## src/rtl/riscv_pkg.sv

```systemverilog
// Shared opcodes, FSM state encoding and instruction class encoding
// for the multicycle RISC-V control unit.
package riscv_pkg;

    localparam logic [6:0] OP_R      = 7'b0110011;
    localparam logic [6:0] OP_I_ALU  = 7'b0010011;
    localparam logic [6:0] OP_LOAD   = 7'b0000011;
    localparam logic [6:0] OP_STORE  = 7'b0100011;
    localparam logic [6:0] OP_BRANCH = 7'b1100011;

    localparam logic [6:0] F7_BASE = 7'b0000000;
    localparam logic [6:0] F7_ALT  = 7'b0100000;

    localparam logic [2:0] F3_ADD = 3'b000;
    localparam logic [2:0] F3_D   = 3'b011;

    typedef enum logic [2:0] {
        S_RESET,
        S_FETCH,
        S_DECODE,
        S_EXEC,
        S_MEM,
        S_WB,
        S_HALT
    } state_e;

    typedef enum logic [2:0] {
        CL_NONE,
        CL_R,
        CL_I,
        CL_LOAD,
        CL_STORE,
        CL_BRANCH
    } class_e;

endpackage

```

## src/rtl/instr_decoder.sv

```systemverilog
// Combinational legality check and class extraction for the
// supported RV64 subset.
module instr_decoder
    import riscv_pkg::*;
(
    input  logic [6:0] opcode,
    input  logic [2:0] funct3,
    input  logic [6:0] funct7,
    output logic       legal,
    output class_e     cls
);

    logic w_r;
    logic w_i;
    logic w_ld;
    logic w_st;
    logic w_br;

    assign w_r  = (opcode == OP_R) && (funct3 == F3_ADD)
               && ((funct7 == F7_BASE) || (funct7 == F7_ALT));
    assign w_i  = (opcode == OP_I_ALU) && (funct3 == F3_ADD);
    assign w_ld = (opcode == OP_LOAD) && (funct3 == F3_D);
    assign w_st = (opcode == OP_STORE) && (funct3 == F3_D);
    // funct3 010 and 011 are not branch encodings
    assign w_br = (opcode == OP_BRANCH) && (funct3[2:1] != 2'b01);

    always_comb begin
        legal = 1'b1;
        cls   = CL_NONE;
        unique case (1'b1)
            w_r:  cls = CL_R;
            w_i:  cls = CL_I;
            w_ld: cls = CL_LOAD;
            w_st: cls = CL_STORE;
            w_br: cls = CL_BRANCH;
            default: legal = 1'b0;
        endcase
    end

endmodule

```

## src/rtl/control_unit.sv

```systemverilog
// Multicycle control FSM: fetch/decode/exec/mem/wb sequencing,
// branch resolution and retired-instruction counter.
module control_unit
    import riscv_pkg::*;
#(
    parameter int INSTRET_W = 32
) (
    input  logic                 CLK,
    input  logic                 RST,
    input  logic [6:0]           opcode,
    input  logic [2:0]           funct3,
    input  logic [6:0]           funct7,
    input  logic                 EQ,
    input  logic                 LT_SN,
    input  logic                 LT_UN,
    output logic                 sub,
    output logic                 WE_RF,
    output logic                 WE_MEM,
    output logic                 RF_din_sel,
    output logic                 ULA_din2_sel,
    output logic                 load_pc,
    output logic                 pc_next_sel,
    output logic                 reset_pc,
    output logic                 load_ir,
    output logic                 halt,
    output logic [INSTRET_W-1:0] instret
);

    state_e r_state;
    class_e r_class;
    logic   w_legal;
    class_e w_class;
    logic   w_taken;
    logic   w_alt;
    logic   w_imm;
    logic   w_alu;

    instr_decoder u_dec (
        .opcode (opcode),
        .funct3 (funct3),
        .funct7 (funct7),
        .legal  (w_legal),
        .cls    (w_class)
    );

    always_ff @(posedge CLK or negedge RST) begin
        if (!RST) begin
            r_state <= S_RESET;
            r_class <= CL_NONE;
        end else begin
            unique case (r_state)
                S_RESET:  r_state <= S_FETCH;
                S_FETCH:  r_state <= S_DECODE;
                S_DECODE: begin
                    r_class <= w_class;
                    r_state <= w_legal ? S_EXEC : S_HALT;
                end
                S_EXEC: begin
                    unique case (r_class)
                        CL_LOAD, CL_STORE: r_state <= S_MEM;
                        CL_BRANCH:         r_state <= S_FETCH;
                        default:           r_state <= S_WB;
                    endcase
                end
                S_MEM:
                    r_state <= (r_class == CL_STORE) ? S_FETCH : S_WB;
                S_WB:     r_state <= S_FETCH;
                default:  r_state <= S_HALT;
            endcase
        end
    end

    always_comb begin
        w_taken = 1'b0;
        unique case (funct3)
            3'b000:  w_taken = EQ;
            3'b001:  w_taken = !EQ;
            3'b100:  w_taken = LT_SN;
            3'b101:  w_taken = !LT_SN;
            3'b110:  w_taken = LT_UN;
            3'b111:  w_taken = !LT_UN;
            default: w_taken = 1'b0;
        endcase
    end

    assign w_alt = (r_class == CL_R) && (funct7 == F7_ALT);
    assign w_alu = (r_class == CL_R) || (r_class == CL_I);
    assign w_imm = (r_class == CL_I) || (r_class == CL_LOAD)
                || (r_class == CL_STORE);

    always_comb begin
        sub          = 1'b0;
        WE_RF        = 1'b0;
        WE_MEM       = 1'b0;
        RF_din_sel   = 1'b0;
        ULA_din2_sel = 1'b0;
        load_pc      = 1'b0;
        pc_next_sel  = 1'b0;
        reset_pc     = 1'b0;
        load_ir      = 1'b0;
        halt         = 1'b0;
        unique case (r_state)
            // gated so that outputs stay low while RST is held
            S_RESET: reset_pc = RST;
            S_FETCH: load_ir  = 1'b1;
            S_EXEC: begin
                ULA_din2_sel = w_imm;
                if (r_class == CL_BRANCH) begin
                    sub         = 1'b1;
                    load_pc     = 1'b1;
                    pc_next_sel = w_taken;
                end else begin
                    sub = w_alt;
                end
            end
            S_MEM: begin
                ULA_din2_sel = w_imm;
                if (r_class == CL_STORE) begin
                    WE_MEM  = 1'b1;
                    load_pc = 1'b1;
                end
            end
            S_WB: begin
                ULA_din2_sel = w_imm;
                sub          = w_alt;
                WE_RF        = 1'b1;
                load_pc      = 1'b1;
                RF_din_sel   = w_alu;
            end
            S_HALT:  halt = 1'b1;
            default: ;
        endcase
    end

    always_ff @(posedge CLK or negedge RST) begin
        if (!RST) begin
            instret <= '0;
        end else if (load_pc) begin
            instret <= instret + 1'b1;
        end
    end

endmodule
```

## config.mk

```make
export PLATFORM = sky130hd
export DESIGN_NAME = control_unit
export DESIGN_NICKNAME = d
export VERILOG_FILES = /design/src/rtl/riscv_pkg.sv /design/src/rtl/instr_decoder.sv /design/src/rtl/control_unit.sv
export SDC_FILE = /design/constraint.sdc
export NUM_CORES = 1
export LEC_CHECK = 0
export ABC_AREA = 1
export CORE_UTILIZATION = 50
export DETAILED_ROUTE_END_ITERATION = 12
export GPL_TIMING_DRIVEN = 1
export PLACE_DENSITY = 0.81
export SETUP_SLACK_MARGIN = 0.2
export SLEW_MARGIN = 20
export SYNTH_ARGS = -nofsm -noshare
export SYNTH_HDL_FRONTEND = slang
export SYNTH_SLANG_ARGS = --single-unit
```

## constraint.sdc

```tcl
create_clock -name CLK -period 2.1 [get_ports CLK]
set_clock_uncertainty 0.15 [all_clocks]
set_input_delay 0.63 -clock CLK [delete_from_list [all_inputs] [get_ports CLK]]
set_output_delay 0.63 -clock CLK [all_outputs]
set_load 0.02 [all_outputs]
```

==> summary.log, run 1 <==
qor: timing.timing.max_slew.rel_slack 67.5%
qor: detailed_routing.routed_wirelength 7.21 mm
qor: synthesis.post_synthesis_cell_count 390
qor: timing.setup_tns -0.929 ns
qor: final_layout.layoutNonFillerInstCount 557
qor: final_layout.final.fill_count 397
qor: final_layout.areaGrowthSynthToFinish 42.7%
qor: pwr.power.ir.vdd_worst 0.000274 V
qor: job.cap_viol_max_count 0
qor: cts.clk_pin_slew 0.08 ns
qor: cts.cts_made_buffers 5
qor: cts.clock_path_buffers 2
qor: setup_path.launching_element_type_of_the_critical_path flop
qor: timing.final-setup-viol-count 8
qor: timing.final_max_slew_viol_count 0
qor: floorplan.die_h 73.3 µm
qor: cts.clock_sinks 38
qor: cts.tritoncts built
qor: final_layout.drive_gt1_share 22.2%
qor: cts.h-tree-depth 2
qor: synthesis.post-synth-top-area-cell dfrtp_1
qor: detailed_routing.vias_per_cell 5.00
qor: timing.final.period_utilization 109%
qor: synthesis.syn-cell-area 2540 µm²
qor: min_path.worst_min_delay_path_class in2async
qor: synthesis.yosysWarningCount 0
qor: synthesis.netlist_top_cells_area dfrtp_1 (37%), nand2_1 (24%), nor2_1 (9.0%)
qor: synthesis.synth_fp_nets 413
qor: timing.max_slew.worst_pin.slew 0.487 ns
qor: floorplan.dieArea 5380 µm²
qor: status.run_status finished, violations left
qor: detailed_routing.drt_first_pass_iters 4
qor: placed_design.io_buffers 63
qor: floorplan.die_width 73.3 µm
qor: placed_design.detailed_place_hpwl 5.03 mm
qor: global_routing.pin_count_of_the_biggest_net_entering_global_routing 40
qor: global_routing.track_usage 27.8%
qor: detailed_routing.post_drt_wl_per_cell 13.0 µm
qor: synthesis.share_of_yosys_cell_area_claimed_by_the_top_area_cell_type 37.4%
qor: global_routing.grt_pass1_wl 11.7 mm
qor: timing.worst_slack -0.192 ns
qor: global_routing.grt_remaining_overflow 0
qor: pwr.p_leak 0.00185 µW
qor: timing.timing.fmax 0.436 GHz
qor: timing.unrepaired_setup_endpoints_after_global_routing true
qor: placed_design.dpl.cell_count 536
qor: cts.clk_latency 0.30 ns
qor: floorplan.core_area 4820 µm²
qor: floorplan.pin_count 64
qor: setup_path.worst-endpoint-arrival 1.51 ns
qor: setup_path.timing.critical_path.to_type primary output
qor: setup_path.max_fo_critical_path 3
qor: detailed_routing.detailedRoute.firstIterationViolations 197
qor: floorplan.initial_core_utilization 52.8%
qor: detailed_routing.dr_total_vias 2785
qor: timing.report.final.hold_viol_count 0
qor: floorplan.placement_rows 25
qor: synthesis.ys_types 27
qor: final_layout.register_area 956 µm²
qor: detailed_routing.drtAntennaViolNets 0
qor: global_routing.antenna_found_initial 0
qor: final_layout.antenna-diode-count 0
qor: cts.cts-hold-fix-buffers 0
qor: synthesis.synth.avg_cell_area 6.53 µm²
qor: placed_design.gpl.final_weighted_congestion 0.911
qor: pwr.p_total 1460 µW
qor: final_layout.final_nets 512
qor: detailed_routing.remaining_drc_errors 0
qor: synthesis.postSynthRegisterBits 38
qor: cts.cts_root_buffer clkbuf_8
qor: synthesis.synth-seq-area-share 37.4%
qor: final_layout.area_taken_by_multi_input_logic_gates 1520 µm²
qor: global_routing.via_count_of_the_first_global_routing_pass 2607
qor: setup_path.cp.required 1.32 ns
qor: setup_path.critical_path_class reg2out
qor: pwr.power_density 401 nW/µm²
qor: status.violations setup timing
qor: timing.timing.final.crit_period 2.29 ns
-- layout by cell type, fill, tap and decap left out, types with 2 or more instances in the layout --
cell type	netlist	layout
nand3_1	12	11
nand3b_1	9	9
nand2_1	164	158
nand3_4	0	2
clkdlybuf4s50_1	0	6
and2_4	0	2
nor3_1	6	3
o21ai_1	0	2
buf_2	1	10
nor3_2	1	2
nor3_4	0	2
dfrtp_2	0	4
nand2_4	1	2
o21ai_0	12	9
clkbuf_8	0	6
nor2_4	2	6
dlygate4sd2_1	0	25
buf_6	3	10
dfrtp_1	38	34
clkbuf_2	0	4
nand2_2	0	5
xor2_1	6	6
buf_4	1	32
clkdlybuf4s15_1	0	8
a21oi_1	3	2
nor2_2	1	6
o31ai_1	2	2
nand4_1	6	6
inv_2	2	8
inv_1	41	33
xnor2_1	12	11
nor2_1	61	52
-- synthesized netlist by cell type --
master	n
nand2_1	164
nor2_1	61
inv_1	41
dfrtp_1	38
nand3_1	12
o21ai_0	12
xnor2_1	12
nand3b_1	9
nand4_1	6
nor3_1	6
xor2_1	6
a21oi_1	3
buf_6	3
inv_2	2
nor2_4	2
o31ai_1	2
and2_0	1
and2_1	1
buf_2	1
buf_4	1
ha_1	1
nand2_4	1
nand3_2	1
nor2_2	1
nor3_2	1
o21a_1	1
o22ai_1	1
-- worst max-delay path, cell delays in order (launching register included) --
cell,delay [ns]
dfrtp_2,0.47
inv_4,0.11
buf_6,0.11
nor3_2,0.04
o31ai_1,0.27
inv_1,0.09
buf_6,0.14
-- stage by stage --
stage	util [%]	setup WS (ns)	hold WS, ns	instance area (µm²)
floorplan	-	0.137	0.184	2570
global placement	70.4	-0.947	0.354	3390
detailed placement	70.4	-1.01	0.361	3390
CTS	72.5	-0.0987	0.288	3490
global route	75.4	-0.221	0.306	3630
finish	75.4	-0.192	0.261	3630
-- cell type report --
class | count | share of cell area (%)
multi-input cells | 304 | 41.9
flip-flops and latches | 38 | 26.3
repair buffers | 97 | 22.3
inverters | 43 | 4.65
clock buffers | 7 | 2.38
well taps | 67 | 2.31
clock inverters | 1 | 0.138
-- cells by family (layout without fill, tap and decap cells) --
kind of cell    after synthesis  count (layout)  share of synthesized area, %
xor+xnor                     18              18                          6.19
buf+inv                      48             148                          8.16
fa+ha+maj                     1               1                         0.492
flops                        38              38                          37.4
simple gates                266             266                          43.7
compound gates               19              19                          4.08
-- flip-flops by register name (all words and copies together), names as in the netlist --
name     cells
r_class      3
r_state      3
instret     32
-- path summary, 6_finish.rpt --
path	from	end	slack, ns	cells past startpoint
worst min-delay path	RST	instret[15]	0.26	2
worst min register to register	instret[18]	instret[18]	0.37	1
worst max-delay path	r_class[1]	ULA_din2_sel	-0.19	6
worst max register to register	r_state[1]	instret[16]	0.16	10
min in group CLK	instret[18]	instret[18]	0.37	1
max in group asynchronous	RST	r_state[0]	1.16	2
-- report_power, final --
group / internal [µW] / switching (µW)
registers: 741 / 21.6
clock network: 265 / 264
logic: 80.2 / 84.9
total: 1090 / 371
-- per-layer routing --
metal / share of wire, % / track usage (%)
met4: 0.96 / 5.56
met3: 5.6 / 5.21
met5: 0 / 0
met2: 50 / 46.6
met1: 44 / 37.5
-- what timing repair did --
item	in CTS	in global routing
gates resized for setup	145	41
buffers inserted	4	9
pin swaps	16	13
hold endpoints to repair	0	0
setup endpoints to repair	69	53
(Power assumes the default switching activity.)
==> run 2, diff against run 1 <==
--- a/config.mk
+++ b/config.mk
@@ -8,9 +8,11 @@
 export ABC_AREA = 1
 export CORE_UTILIZATION = 50
 export DETAILED_ROUTE_END_ITERATION = 12
+export GPL_ROUTABILITY_DRIVEN = 0
 export GPL_TIMING_DRIVEN = 1
 export PLACE_DENSITY = 0.81
 export SETUP_SLACK_MARGIN = 0.2
+export SKIP_CTS_REPAIR_TIMING = 1
 export SLEW_MARGIN = 20
 export SYNTH_ARGS = -nofsm -noshare
 export SYNTH_HDL_FRONTEND = slang
==> summary.log, run 2 (same netlist as run 1, synthesis figures left out) <==
qor: pwr.power.ir.vdd_worst 0.000363 V [+32%]
qor: floorplan.pin_count 64 [unchanged]
qor: timing.final-setup-viol-count 7 [-1]
qor: global_routing.grt_remaining_overflow 0 [unchanged]
qor: cts.cts_made_buffers 5 [unchanged]
qor: timing.timing.max_slew.rel_slack 67.1% [-0.46 points]
qor: setup_path.regToRegStartpoint r_state[1]
qor: timing.final.period_utilization 114% [+5.1 points]
qor: detailed_routing.post_drt_wl_per_cell 13.7 µm [+6.1%]
qor: setup_path.cp.required 1.32 ns [about the same]
qor: final_layout.regMostFlops instret
qor: floorplan.die_width 73.3 µm [unchanged]
qor: final_layout.largest_register_ffs 32 [unchanged]
qor: detailed_routing.drtAntennaViolNets 0 [unchanged]
qor: pwr.power_density 445 nW/µm² [+11%]
qor: status.run_status finished, violations left
qor: global_routing.pin_count_of_the_biggest_net_entering_global_routing 40 [unchanged]
qor: timing.max_slew.worst_pin.slew 0.494 ns [+0.00688 ns]
qor: placed_design.detailed_place_hpwl 4.95 mm [-1.6%]
qor: final_layout.final_core_utilization 79.4% [+3.9 points]
qor: cts.tritoncts built
qor: setup_path.worst-endpoint-arrival 1.62 ns [+0.11 ns]
qor: final_layout.final_nets 507 [-0.98%]
qor: global_routing.via_count_of_the_first_global_routing_pass 2491 [-4.4%]
qor: final_layout.biggestRegsByFlops instret: 32 flops, r_class: 3 flops, r_state: 3 flops
qor: timing.timing.fmax 0.417 GHz [-4.5%]
qor: floorplan.initial_core_utilization 52.8% [unchanged]
qor: job.cap_viol_max_count 0 [unchanged]
qor: timing.report.final.hold_viol_count 0 [unchanged]
qor: status.violations setup timing
qor: floorplan.die_h 73.3 µm [unchanged]
qor: setup_path.cp_slowest_stage_delay 0.40 ns [-0.07 ns]
qor: cts.cts_root_buffer clkbuf_8
qor: setup_path.worstPathCellList inv_1, nor3_2, nand4_1, o22ai_2, buf_6
qor: pwr.p_leak 0.00238 µW [+29%]
qor: timing.timing.final.crit_period 2.40 ns [+0.107 ns]
qor: setup_path.worstRegToRegCells 10 [unchanged]
qor: detailed_routing.drt_first_pass_iters 5 [+1]
qor: final_layout.final.fill_count 344 [-13%]
qor: cts.h-tree-depth 2 [unchanged]
qor: placed_design.io_buffers 63 [unchanged]
qor: floorplan.placement_rows 25 [unchanged]
qor: global_routing.grt_pass1_wl 11.0 mm [-5.3%]
qor: final_layout.mostFrequentLayoutCells nand2_1 (158), nor2_1 (52), dlymetal6s2s_1 (42)
qor: detailed_routing.routed_wirelength 7.59 mm [+5.2%]
qor: setup_path.max_fo_critical_path 3 [unchanged]
qor: timing.worst_slack -0.299 ns [-0.107 ns]
qor: cts.clock_sinks 38 [unchanged]
qor: floorplan.dieArea 5380 µm² [unchanged]
qor: detailed_routing.dr_total_vias 2884 [+3.6%]
qor: detailed_routing.remaining_drc_errors 0 [unchanged]
qor: detailed_routing.vias_per_cell 5.22 [+4.5%]
qor: placed_design.dpl_worst_slack -1.03 ns [-0.0174 ns]
qor: floorplan.core_area 4820 µm² [unchanged]
qor: setup_path.crit_path_top_delay_cell dfrtp_2
qor: timing.final_max_slew_viol_count 0 [unchanged]
qor: setup_path.launching_element_type_of_the_critical_path flop
qor: final_layout.most_frequent_standard_cell_in_the_layout_excluding_fill_and_tap_cells nand2_1
qor: final_layout.areaGrowthSynthToFinish 50.2%
qor: timing.setup_tns -0.968 ns [-0.0385 ns]
qor: cts.clk_pin_slew 0.08 ns [about the same]
qor: timing.unrepaired_setup_endpoints_after_global_routing true
qor: setup_path.critical_path_class reg2out
qor: detailed_routing.detailedRoute.firstIterationViolations 246 [+25%]
qor: final_layout.antenna-diode-count 0 [unchanged]
qor: global_routing.track_usage 26.7% [-1.0 points]
qor: setup_path.timing.critical_path.to_type primary output
qor: global_routing.antenna_found_initial 0 [unchanged]
qor: cts.clock_path_buffers 2 [unchanged]
qor: min_path.worst_min_delay_path_class in2async
qor: setup_path.critical_path.startpoint r_class[0]
qor: setup_path.critical_path.reg2reg.endpoint instret[27]
qor: final_layout.drive_gt1_share 19.6% [-2.7 points]
qor: setup_path.reg2reg_setup_slack 0.30 ns [+0.14 ns]
qor: setup_path.worstSetupEndpoint sub
qor: cts.clk_latency 0.30 ns [about the same]
run 2: cell types whose count changed in the layout (fill, tap and decap cells not counted), sizes merged:
cell,previous run,this run
bufinv,0,2
dlygate4sd2,25,0
clkdlybuf4s15,8,0
clkdlybuf4s50,6,7
inv,42,43
dlymetal6s2s,1,42
clkinv,2,0
buf,53,41
clkbuf,11,8
run 2: per-layer routing:
| layer | up-vias | part of all wire (%) | global-route usage, % |
|---|---|---|---|
| li1 | 1390 | - | - |
| met1 | 1337 | 43 | 37.4 |
| met2 | 141 | 48 | 42.4 |
| met3 | 16 | 7.1 | 4.53 |
| met4 | 0 | 1.9 | 8.12 |
| met5 | - | 0 | 0 |
run 2: critical path: cells and delay by family, from the launching register on:
family,cells,cell delay [ns]
flops,1,0.40
simple gates,2,0.50
compound gates,1,0.17
buf+inv,2,0.26
run 2: final cells by class:
cell class | instances | area (µm²) | share of cell area (%)
Clock inverter | 2 | 60.1 | 1.57
Timing Repair Buffer | 92 | 975 | 25.5
Sequential cell | 38 | 957 | 25.0
Tap cell | 67 | 83.8 | 2.19
Clock buffer | 6 | 82.6 | 2.16
Multi-Input combinational cell | 304 | 1500 | 39.2
Inverter | 43 | 166 | 4.35
run 2: power breakdown:
part | leakage (µW) | internal [µW] | switching [µW]
Clock | 0.0000714 | 507 | 276
Combinational | 0.00180 | 82.1 | 75.9
Sequential | 0.000508 | 741 | 18.0
Total | 0.00238 | 1330 | 369
run 2: worst min-delay path by stage:
| stage | slack (ns) | endpoint | start | cells past startpoint |
|---|---|---|---|---|
| floorplan | 0.18 | instret[0] | RST | 0 |
| global placement | 0.36 | instret[31] | instret[31] | 2 |
| detailed placement | 0.37 | instret[6] | instret[6] | 1 |
| CTS | 0.27 | instret[13] | RST | 2 |
| global route | 0.31 | instret[13] | RST | 2 |
| finish | 0.26 | instret[8] | RST | 2 |
run 2: per-stage QoR:
step                power [µW]  hold slack [ns]  std cells  cell area (µm²)
floorplan                  798            0.184        390             2570
global placement           889            0.357        535             3380
detailed placement         896            0.366        535             3380
CTS                       1660            0.273        543             3520
global route              1750            0.307        552             3820
finish                    1700            0.261        552             3820
